[src/rtl/minmax_sequencer_if.sv]
// Sample stream and result bus of minmax_sequencer.
// Handshake: a sample transfers on a rising edge where piValid and poReady are both high; piData must be stable while piValid is high.
interface minmax_sequencer_if #(
  parameter int N     = 8,
  parameter int LEN_W = 8
);
  logic             piStart;
  logic [LEN_W-1:0] piLen;
  logic [N-1:0]     piData;
  logic             piValid;
  logic             poReady;
  logic             poBusy;
  logic             poDone;
  logic [N-1:0]     poMax;
  logic [N-1:0]     poMin;
  logic [LEN_W-1:0] poMaxIdx;
  logic [LEN_W-1:0] poMinIdx;
  logic [LEN_W-1:0] poCount;
  logic [2:0]       dbgState;

  modport master (
    output piStart, piLen, piData, piValid,
    input  poReady, poBusy, poDone, poMax, poMin, poMaxIdx, poMinIdx, poCount, dbgState
  );

  modport slave (
    input  piStart, piLen, piData, piValid,
    output poReady, poBusy, poDone, poMax, poMin, poMaxIdx, poMinIdx, poCount, dbgState
  );
endinterface

[src/rtl/minmax_sequencer.sv]
// Per-frame min/max tracker sharing one comparator between the max and min
// updates of each sample, three cycles per sample.
module comparator #(
  parameter int N = 8
) (
  input  logic [N-1:0] piA,
  input  logic [N-1:0] piB,
  output logic         poMayor,
  output logic         poMenor,
  output logic         poIgual
);
  assign poMayor = (piA > piB);
  assign poMenor = (piA < piB);
  assign poIgual = (piA == piB);
endmodule

module minmax_sequencer #(
  parameter int N     = 8,
  parameter int LEN_W = 8
) (
  input  logic                  clk,
  input  logic                  rst,
  minmax_sequencer_if.slave     bus
);
  typedef enum logic [2:0] {IDLE, WAIT, CMP_MAX, CMP_MIN, DONE} stateT;

  stateT            state, nextState;
  logic [LEN_W-1:0] lenReg;
  logic [N-1:0]     sampleReg;
  logic [N-1:0]     maxReg, minReg;
  logic [LEN_W-1:0] maxIdxReg, minIdxReg, countReg;
  logic [LEN_W-1:0] countInc;
  logic [N-1:0]     cmpB;
  logic             mayor, menor, igual;
  logic             firstSample;

  // The single comparator sees the running max in CMP_MAX and the running min in CMP_MIN.
  assign cmpB = (state == CMP_MIN) ? minReg : maxReg;

  comparator #(.N(N)) uCmp (
    .piA    (sampleReg),
    .piB    (cmpB),
    .poMayor(mayor),
    .poMenor(menor),
    .poIgual(igual)
  );

  assign countInc    = countReg + LEN_W'(1);
  assign firstSample = (countReg == '0);

  always_comb begin
    nextState = state;
    unique case (state)
      IDLE:    if (bus.piStart) nextState = (bus.piLen == '0) ? DONE : WAIT;
      WAIT:    if (bus.piValid) nextState = CMP_MAX;
      CMP_MAX: nextState = CMP_MIN;
      CMP_MIN: nextState = (countInc == lenReg) ? DONE : WAIT;
      DONE:    nextState = IDLE;
      default: nextState = IDLE;
    endcase
  end

  always_ff @(posedge clk) begin
    if (rst) begin
      state     <= IDLE;
      lenReg    <= '0;
      sampleReg <= '0;
      maxReg    <= '0;
      minReg    <= '0;
      maxIdxReg <= '0;
      minIdxReg <= '0;
      countReg  <= '0;
    end else begin
      state <= nextState;
      unique case (state)
        IDLE: begin
          if (bus.piStart) begin
            lenReg    <= bus.piLen;
            maxReg    <= '0;
            minReg    <= '0;
            maxIdxReg <= '0;
            minIdxReg <= '0;
            countReg  <= '0;
          end
        end
        WAIT: if (bus.piValid) sampleReg <= bus.piData;
        // Ties never update, so the first occurrence keeps its index.
        CMP_MAX: begin
          if (firstSample || (mayor && !igual)) begin
            maxReg    <= sampleReg;
            maxIdxReg <= countReg;
          end
        end
        CMP_MIN: begin
          if (firstSample || (menor && !igual)) begin
            minReg    <= sampleReg;
            minIdxReg <= countReg;
          end
          countReg <= countInc;
        end
        default: ;
      endcase
    end
  end

  assign bus.poReady  = (state == WAIT);
  assign bus.poBusy   = (state != IDLE);
  assign bus.poDone   = (state == DONE);
  assign bus.poMax    = maxReg;
  assign bus.poMin    = minReg;
  assign bus.poMaxIdx = maxIdxReg;
  assign bus.poMinIdx = minIdxReg;
  assign bus.poCount  = countReg;
  assign bus.dbgState = state;
endmodule

[src/flat_wrapper.sv]
// flat-port wrapper written by rule: the top's interface ports become plain ports
module minmax_sequencer_flat 
#(
  parameter int N     = 8,
  parameter int LEN_W = 8
)
  (clk, rst, bus_piStart, bus_piLen, bus_piData, bus_piValid, bus_poReady, bus_poBusy, bus_poDone, bus_poMax, bus_poMin, bus_poMaxIdx, bus_poMinIdx, bus_poCount, bus_dbgState);
  minmax_sequencer_if #(.N(N), .LEN_W(LEN_W)) bus_i ();
  input  logic clk;
  input  logic rst;
  input wire logic [$bits(bus_i.piStart)-1:0] bus_piStart;
  input wire logic [$bits(bus_i.piLen)-1:0] bus_piLen;
  input wire logic [$bits(bus_i.piData)-1:0] bus_piData;
  input wire logic [$bits(bus_i.piValid)-1:0] bus_piValid;
  output wire logic [$bits(bus_i.poReady)-1:0] bus_poReady;
  output wire logic [$bits(bus_i.poBusy)-1:0] bus_poBusy;
  output wire logic [$bits(bus_i.poDone)-1:0] bus_poDone;
  output wire logic [$bits(bus_i.poMax)-1:0] bus_poMax;
  output wire logic [$bits(bus_i.poMin)-1:0] bus_poMin;
  output wire logic [$bits(bus_i.poMaxIdx)-1:0] bus_poMaxIdx;
  output wire logic [$bits(bus_i.poMinIdx)-1:0] bus_poMinIdx;
  output wire logic [$bits(bus_i.poCount)-1:0] bus_poCount;
  output wire logic [$bits(bus_i.dbgState)-1:0] bus_dbgState;
  assign bus_i.piStart = bus_piStart;
  assign bus_i.piLen = bus_piLen;
  assign bus_i.piData = bus_piData;
  assign bus_i.piValid = bus_piValid;
  assign bus_poReady = bus_i.poReady;
  assign bus_poBusy = bus_i.poBusy;
  assign bus_poDone = bus_i.poDone;
  assign bus_poMax = bus_i.poMax;
  assign bus_poMin = bus_i.poMin;
  assign bus_poMaxIdx = bus_i.poMaxIdx;
  assign bus_poMinIdx = bus_i.poMinIdx;
  assign bus_poCount = bus_i.poCount;
  assign bus_dbgState = bus_i.dbgState;
  minmax_sequencer #(.N(N), .LEN_W(LEN_W)) u_core (.clk(clk), .rst(rst), .bus(bus_i));
endmodule
[config.mk]
export PLATFORM = sky130hd
export DESIGN_NAME = minmax_sequencer_flat
export DESIGN_NICKNAME = d
export VERILOG_FILES = /design/src/rtl/minmax_sequencer_if.sv /design/src/rtl/minmax_sequencer.sv /design/src/flat_wrapper.sv
export SDC_FILE = /design/constraint.sdc
export NUM_CORES = 1
export LEC_CHECK = 0
export CAP_MARGIN = 20
export CORE_ASPECT_RATIO = 0.5
export CORE_MARGIN = 1
export CORE_UTILIZATION = 46
export DETAILED_ROUTE_END_ITERATION = 10
export PLACE_DENSITY = 0.81
export SLEW_MARGIN = 30
export SYNTH_ARGS = -nofsm -noshare
export SYNTH_HDL_FRONTEND = slang
export SYNTH_SLANG_ARGS = --single-unit
[constraint.sdc]
create_clock -name clk -period 3.24 [get_ports clk]
set_clock_uncertainty 0.2 [all_clocks]
set_input_delay 0.972 -clock clk [delete_from_list [all_inputs] [get_ports clk]]
set_output_delay 0.972 -clock clk [all_outputs]
set_load 0.005 [all_outputs]
==> impl_results.md, run 1 <==
* Number of design-rule violations left by the first detailed-router iteration at 177
* Area taken by multi-input logic gates at between 0.0015 and 0.002 mm^2
* Cell area after synthesis at roughly 0.0030 mm^2
* Antenna violations before repair at 0
* Aggregate negative setup slack at 0 ps
* Number of hold buffers added after CTS at 0
* Wirelength per Cell at around 17 um
* Time the final worst path needs with I/O delays and setup at 3050 ps
* Cell taking the most area after synthesis: dfxtp_1
* Maximum number of pins on one net before global-route repair at 32
* Synthesis-stage register bit count at 59
* Fill cell count at 504
* Tightest Hold Check Type: reg -> reg
* Final period utilization at 94.0%
* Slew at the pin closest to its max-slew limit at 603 ps
* Final weighted congestion in routability-driven placement at 0.829
* Yosys cell types at 50
* Area Overhead vs Synth at 35.3%
* Most common cell in the synthesized netlist: dfxtp_1
* Top area cells in the synthesized netlist: dfxtp_1 40%, a21oi_1 5.9%, mux2i_1 5.1%, a22o_1 4.7%, o211ai_1 4.5%
* Quantity of I/O buffers inserted on ports at 65
* Number of max-capacitance violations reported at 0
* Drt total wl at 8410 um
* Worst endpoint data arrival time at about 3100 ps
* Source-to-sink clock delay at the later pin of the worst-skew pair at 340 ps
* Number of setup violations in the final report at 0
* Floorplan core area at 0.00616 mm^2
* Leak pwr at around 0.0015 uW
* Post-route core utilization at 65.3%
* Antenna cells at 0
* Number of nets in the finished design at 431
* Number of rows created at floorplan at 20
* Storage cell area at 0.00118 mm^2
* Final Hold Viols at 0
* Clock edge transition at the registers on the reported setup and hold paths at 50 ps
* TritonCTS clock tree: yes
* Vias in the first global route at 2,822
* Max Clock Freq at 328 MHz
* Total congestion overflow after global routing at 0
* Root buffer cell: clkbuf_16
* Mean instance size in the synthesized netlist at 8.85 um^2
* Fraction of layout instances using a drive strength above 1 at 10.3%
* CTS Buffer Depth at 2
* I/O pin count at 66
* Yosys warning count at 0
* EDFF count, synth at 0
* Relative slew margins at 59.8%
* Via density per instance at 5.86
* Maximum cell stage delay along the critical path at 450 ps
* Power density over the cells at 483 mW/mm^2
* Detailed Routing Iterations Pass 1 at 5
* Outcome: complete, no violations
* CP Class: reg -> reg
* RSZ-0062 raised after global routing: no
* Async set-or-reset flop fraction in the synthesized netlist at 0%
* Type of origin of the critical path: flip-flop
* Top-area cell type share of the netlist area at slightly below 40%
* Post-Syn Instances at 336
* Seq/Total Area, Yosys at 39.7%
* Drt drc at 0
* TritonCTS sink count at 59
* Capturing element type of the critical path: flip-flop
* HPWL after detailed placement at 5800 um
* Number of buffers created by CTS at 9
* Number of pins with negative max-slew slack in the final report at 0
* Highest-delay cell along the critical path: or3b_1
* Global-route wire length before repair at 13,500 um
* Post-synth net total at 366
* Ranking of synthesized cells by instance count: 59 x dfxtp_1, 35 x a21oi_1, 28 x nand2_1
* Cells traversed along the worst timing path: nand3b_1 > buf_4 > mux2i_1 > ha_1 > and3_1 > or3b_1 > o21ai_4 > o211ai_1 > a21oi_1
* Largest fanout on the critical path at 23
* Antenna Violating Nets Remaining at 0
* Most used flip-flop cell after synthesis: dfxtp_1
* IR drop worst, VDD at 239 uV
* Deepest level of the CTS H-tree at 3
* Initial Util at 48.3%
* Total track usage at 26.6%
* Overall die width at 116 um
* Die Y at 58.8 um
* Via Count at between 2,000 and 3,000
* Data required time of the critical path at between 3000 and 4000 ps
* Die area at 0.00681 mm^2
## worst paths after layout
| path | from | end | slack [ps] | cells past startpoint |
|---|---|---|---|---|
| worst max register to register | u_core.bus.dbgState[2] | u_core.bus.poMaxIdx[5] | 190 | 9 |
| worst min register to register | u_core.lenReg[2] | u_core.lenReg[2] | 270 | 2 |
| worst max-delay path | u_core.bus.dbgState[2] | u_core.bus.poMaxIdx[5] | 190 | 9 |
| worst min-delay path | u_core.lenReg[2] | u_core.lenReg[2] | 270 | 2 |
## critical path, delay by kind of cell, from the launching register on
family / cells / cell delay (ps)
compound gates: 3 / 780
fa+ha+maj: 1 / 380
buf+inv: 1 / 310
flops: 1 / 320
mux: 1 / 120
simple gates: 3 / 860
## cell usage in the layout (no fill, tap or decap), types with 2 or more instances in the layout
master / netlist / layout
clkdlybuf4s50_1: 0 / 65
dfxtp_1: 59 / 59
a21oi_1: 35 / 35
nand2_1: 28 / 28
nor2_1: 23 / 23
nand3_1: 23 / 23
o211ai_1: 18 / 18
a22o_1: 16 / 16
mux2i_1: 15 / 15
buf_4: 0 / 12
ha_1: 10 / 10
o21ai_0: 9 / 9
clkbuf_16: 0 / 9
inv_1: 8 / 8
o21a_1: 4 / 4
nand2b_1: 4 / 4
nor3_1: 4 / 4
xnor2_1: 4 / 4
xor2_1: 4 / 4
clkinvlp_4: 0 / 4
nor3b_1: 3 / 3
or3_1: 3 / 3
nand4_1: 3 / 3
and3_1: 3 / 3
nor4_1: 3 / 3
o31ai_1: 3 / 3
nand3b_1: 2 / 2
nor3_2: 2 / 2
and2_1: 2 / 2
a211oi_1: 2 / 2
nor2b_1: 2 / 2
a21bo_2: 2 / 2
## cell families after synthesis
| kind of cell | after synthesis | synth area share (%) |
|---|---|---|
| xor gates and xnor gates | 8 | 2.36 |
| DFF | 59 | 39.7 |
| AOI/OAI and AO/OA | 101 | 24.4 |
| and+or+nand+nor | 111 | 19.1 |
| buffers and inverters | 31 | 4.80 |
| muxes | 16 | 5.43 |
| adders and majority gates | 10 | 4.21 |
## layout make-up
type | instances | share of cell area, %
clock buffers | 10 | 5.94
inverters | 8 | 0.747
repair buffers | 77 | 18.4
flip-flops and latches | 59 | 29.4
well taps | 88 | 2.74
clock inverters | 6 | 1.62
multi-input cells | 246 | 41.2
## state kept, by name, summed over array words and instances, names as in the netlist
signal               cells
u_core.bus.poMinIdx      8
u_core.sampleReg         8
u_core.bus.poMax         8
u_core.bus.poCount       8
u_core.lenReg            8
u_core.bus.poMin         8
u_core.bus.poMaxIdx      8
u_core.bus.dbgState      3
## report_power, final
group	switching (uW)	internal, uW	leakage [uW]
Combinational	124	101	0.000873
Clock	346	613	0.000137
Sequential	15.1	742	0.000477
## per-layer routing
metal  vias up  part of all wire, %  GRT usage (%)
met5         -                    0              0
met4         0                  1.6           9.52
met3        19                  8.2           9.17
met2       127                   48           44.7
met1      1382                   42           32.2
li1       1366                    -              -
## repair_timing
action | 4_1_cts | 5_1_grt
setup endpoints to repair | 0 | 16
gates resized for setup | 0 | 2
setup buffers | 0 | 0
## per-stage QoR
stage / setup slack (ps) / cell area [um^2] / hold WS [ps] / power [uW] / std cells
3_3_place_gp: 265 / 3710 / 264 / 982 / 478
2_1_floorplan: 33.6 / 2980 / 246 / 915 / 336
5_1_grt: 30.8 / 4020 / 295 / 2010 / 494
3_5_place_dp: 202 / 3710 / 263 / 991 / 478
6_report: 193 / 4020 / 273 / 1940 / 494
4_1_cts: 90.2 / 4020 / 271 / 1950 / 494
No activity file was read; power rests on OpenSTA's default activity.
==> run 2: changes to the inputs <==
--- a/config.mk
+++ b/config.mk
@@ -8,9 +8,9 @@
 export CAP_MARGIN = 20
 export CORE_ASPECT_RATIO = 0.5
 export CORE_MARGIN = 1
-export CORE_UTILIZATION = 46
+export CORE_UTILIZATION = 45
 export DETAILED_ROUTE_END_ITERATION = 10
-export PLACE_DENSITY = 0.81
+export PLACE_DENSITY = 0.79
 export SLEW_MARGIN = 30
 export SYNTH_ARGS = -nofsm -noshare
 export SYNTH_HDL_FRONTEND = slang
==> impl_results.md, run 2 (synthesized netlist as in run 1, its figures left out) <==
* Outcome: complete, no violations
* Worst endpoint data arrival time at 3150 ps
* Leak pwr at 0.00150 uW
* Kind of cell with the highest combined delay on the critical path: compound AO/OA/AOI/OAI gates
* Final period utilization at 95.2%
* Total buffers and inverters traversed by the critical path at 1
* Relative slew margins at 59.1%
* Die Y at about 59 um
* Deepest level of the CTS H-tree at 3
* Antenna violations before repair at 0
* Antenna Violating Nets Remaining at 0
* Floorplan core area at slightly above 0.006 mm^2
* Final total power at 2020 uW
* Hold Path Origin: u_core.lenReg[7]
* Vias in the first global route at about 2,700
* Area taken by multi-input logic gates at 0.00165 mm^2
* Clock edge transition at the registers on the reported setup and hold paths at 50 ps
* Aggregate negative setup slack at 0 ps
* Maximum cell stage delay along the critical path at 540 ps
* RSZ-0062 raised after global routing: no
* TritonCTS sink count at 59
* TritonCTS clock tree: yes
* Startpoint of the worst setup timing path: u_core.bus.dbgState[2]
* Highest-delay cell along the critical path: o211a_1
* Number of pins with negative max-slew slack in the final report at 0
* Capturing element type of the critical path: flip-flop
* Type of origin of the critical path: flip-flop
* CTS Buffer Depth at 2
* Number of hold buffers added after CTS at 0
* Number of setup buffers added after CTS at 0
* Initial Util at a little under half
* Quantity of I/O buffers inserted on ports at 65
* Die area at 0.00696 mm^2
* Max Clock Freq at about 320 MHz
* Via density per instance at 5.79
* Total track usage at ~25%
* Total congestion overflow after global routing at 0
* Final weighted congestion in routability-driven placement at 0.831
* Detailed Routing Iterations Pass 1 at 5
* Most common cell after layout, fill and taps aside: clkdlybuf4s50_1
* Time the final worst path needs with I/O delays and setup at 3080 ps
* Power density over the cells at 502 mW/mm^2
* Minimum setup slack in the final design at about 160 ps
* CP Class: reg -> reg
* Count of instances resized after the clock tree is built at 0
* Number of buffers created by CTS at 9
* Number of setup violations in the final report at 0
* Drt drc at 0
* HPWL after detailed placement at 5720 um
* Data required time of the critical path at 3310 ps
* Tightest Hold Check Type: reg -> reg
* Maximum number of pins on one net before global-route repair at 25
* Fraction of layout instances using a drive strength above 1 at roughly a tenth
* Number of rows created at floorplan at 20
* Area Overhead vs Synth at 35.3%
* I/O pin count at 66
* Slew at the pin closest to its max-slew limit at 613 ps
* Number of design-rule violations left by the first detailed-router iteration at 174
* Overall die width at around 120 um
* Antenna cells at 0
* Cells traversed along the worst timing path: nand3b_1 > buf_4 > mux2i_1 > ha_1 > and3_1 > a221oi_1 > o211a_1 > o211ai_1 > a21oi_1
* Source-to-sink clock delay at the later pin of the worst-skew pair at 340 ps
* Root buffer cell: clkbuf_16
* Via Count at 2,851
* Number of nets in the finished design at around 430
* Storage cell area at 0.00118 mm^2
* Fill cell count at 514
* Most used cells in the layout excluding fill and tap cells: 65 x clkdlybuf4s50_1, 59 x dfxtp_1, 35 x a21oi_1, 28 x nand2_1
* Largest fanout on the critical path at 23
* Worst r2r src: u_core.bus.dbgState[2]
* IR drop worst, VDD at 375 uV
* Wirelength per Cell at ~16 um
* Drt total wl at 8110 um
* Worst slack at placement at 199 ps
* Global-route wire length before repair at 13,100 um
* Final Hold Viols at 0
* Number of max-capacitance violations reported at 0
run 2: cell type report:
class / count / share of cell area (%)
clock inverters: 7 / 2.52
well taps: 88 / 2.74
flip-flops and latches: 59 / 29.4
inverters: 8 / 0.747
clock buffers: 9 / 5.60
repair buffers: 75 / 18.0
multi-input cells: 246 / 41.0
run 2: layer usage:
layer / wire (um) / vias up / part of all wire [%] / GRT usage (%)
li1: - / 1371 / - / -
met5: 0 / - / 0 / 0
met3: 512 / 13 / 6.3 / 9.00
met1: 3710 / 1374 / 46 / 32.5
met4: 83 / 0 / 1.0 / 8.14
met2: 3810 / 93 / 47 / 39.6
run 2: power breakdown:
part | switching (uW) | internal [uW]
combinational | 122 | 98.5
sequential | 14.6 | 742
clock | 364 | 677
run 2: through the flow:
stage	hold WS, ps	instance area, um^2	std cells	util (%)
2_1_floorplan	246	2980	336	-
3_3_place_gp	265	3700	476	59.3
3_5_place_dp	265	3700	476	59.3
4_1_cts	274	4020	492	64.6
5_1_grt	289	4020	492	64.6
6_report	267	4020	492	64.6
run 2: worst paths after layout:
path                                            end  slack [ps]  cells past startpoint
worst max register to register  u_core.bus.poMax[3]         160                      9
worst min-delay path               u_core.lenReg[7]         270                      2
worst min register to register     u_core.lenReg[7]         270                      2
worst max-delay path            u_core.bus.poMax[3]         160                      9
run 2: worst reg2reg max path, stage by stage (launching register included):
cell      delay (ps)
dfxtp_1          320
nand3b_1         110
buf_4            300
mux2i_1          240
ha_1             300
and3_1           260
a221oi_1         370
o211a_1          540
o211ai_1         200
a21oi_1          180
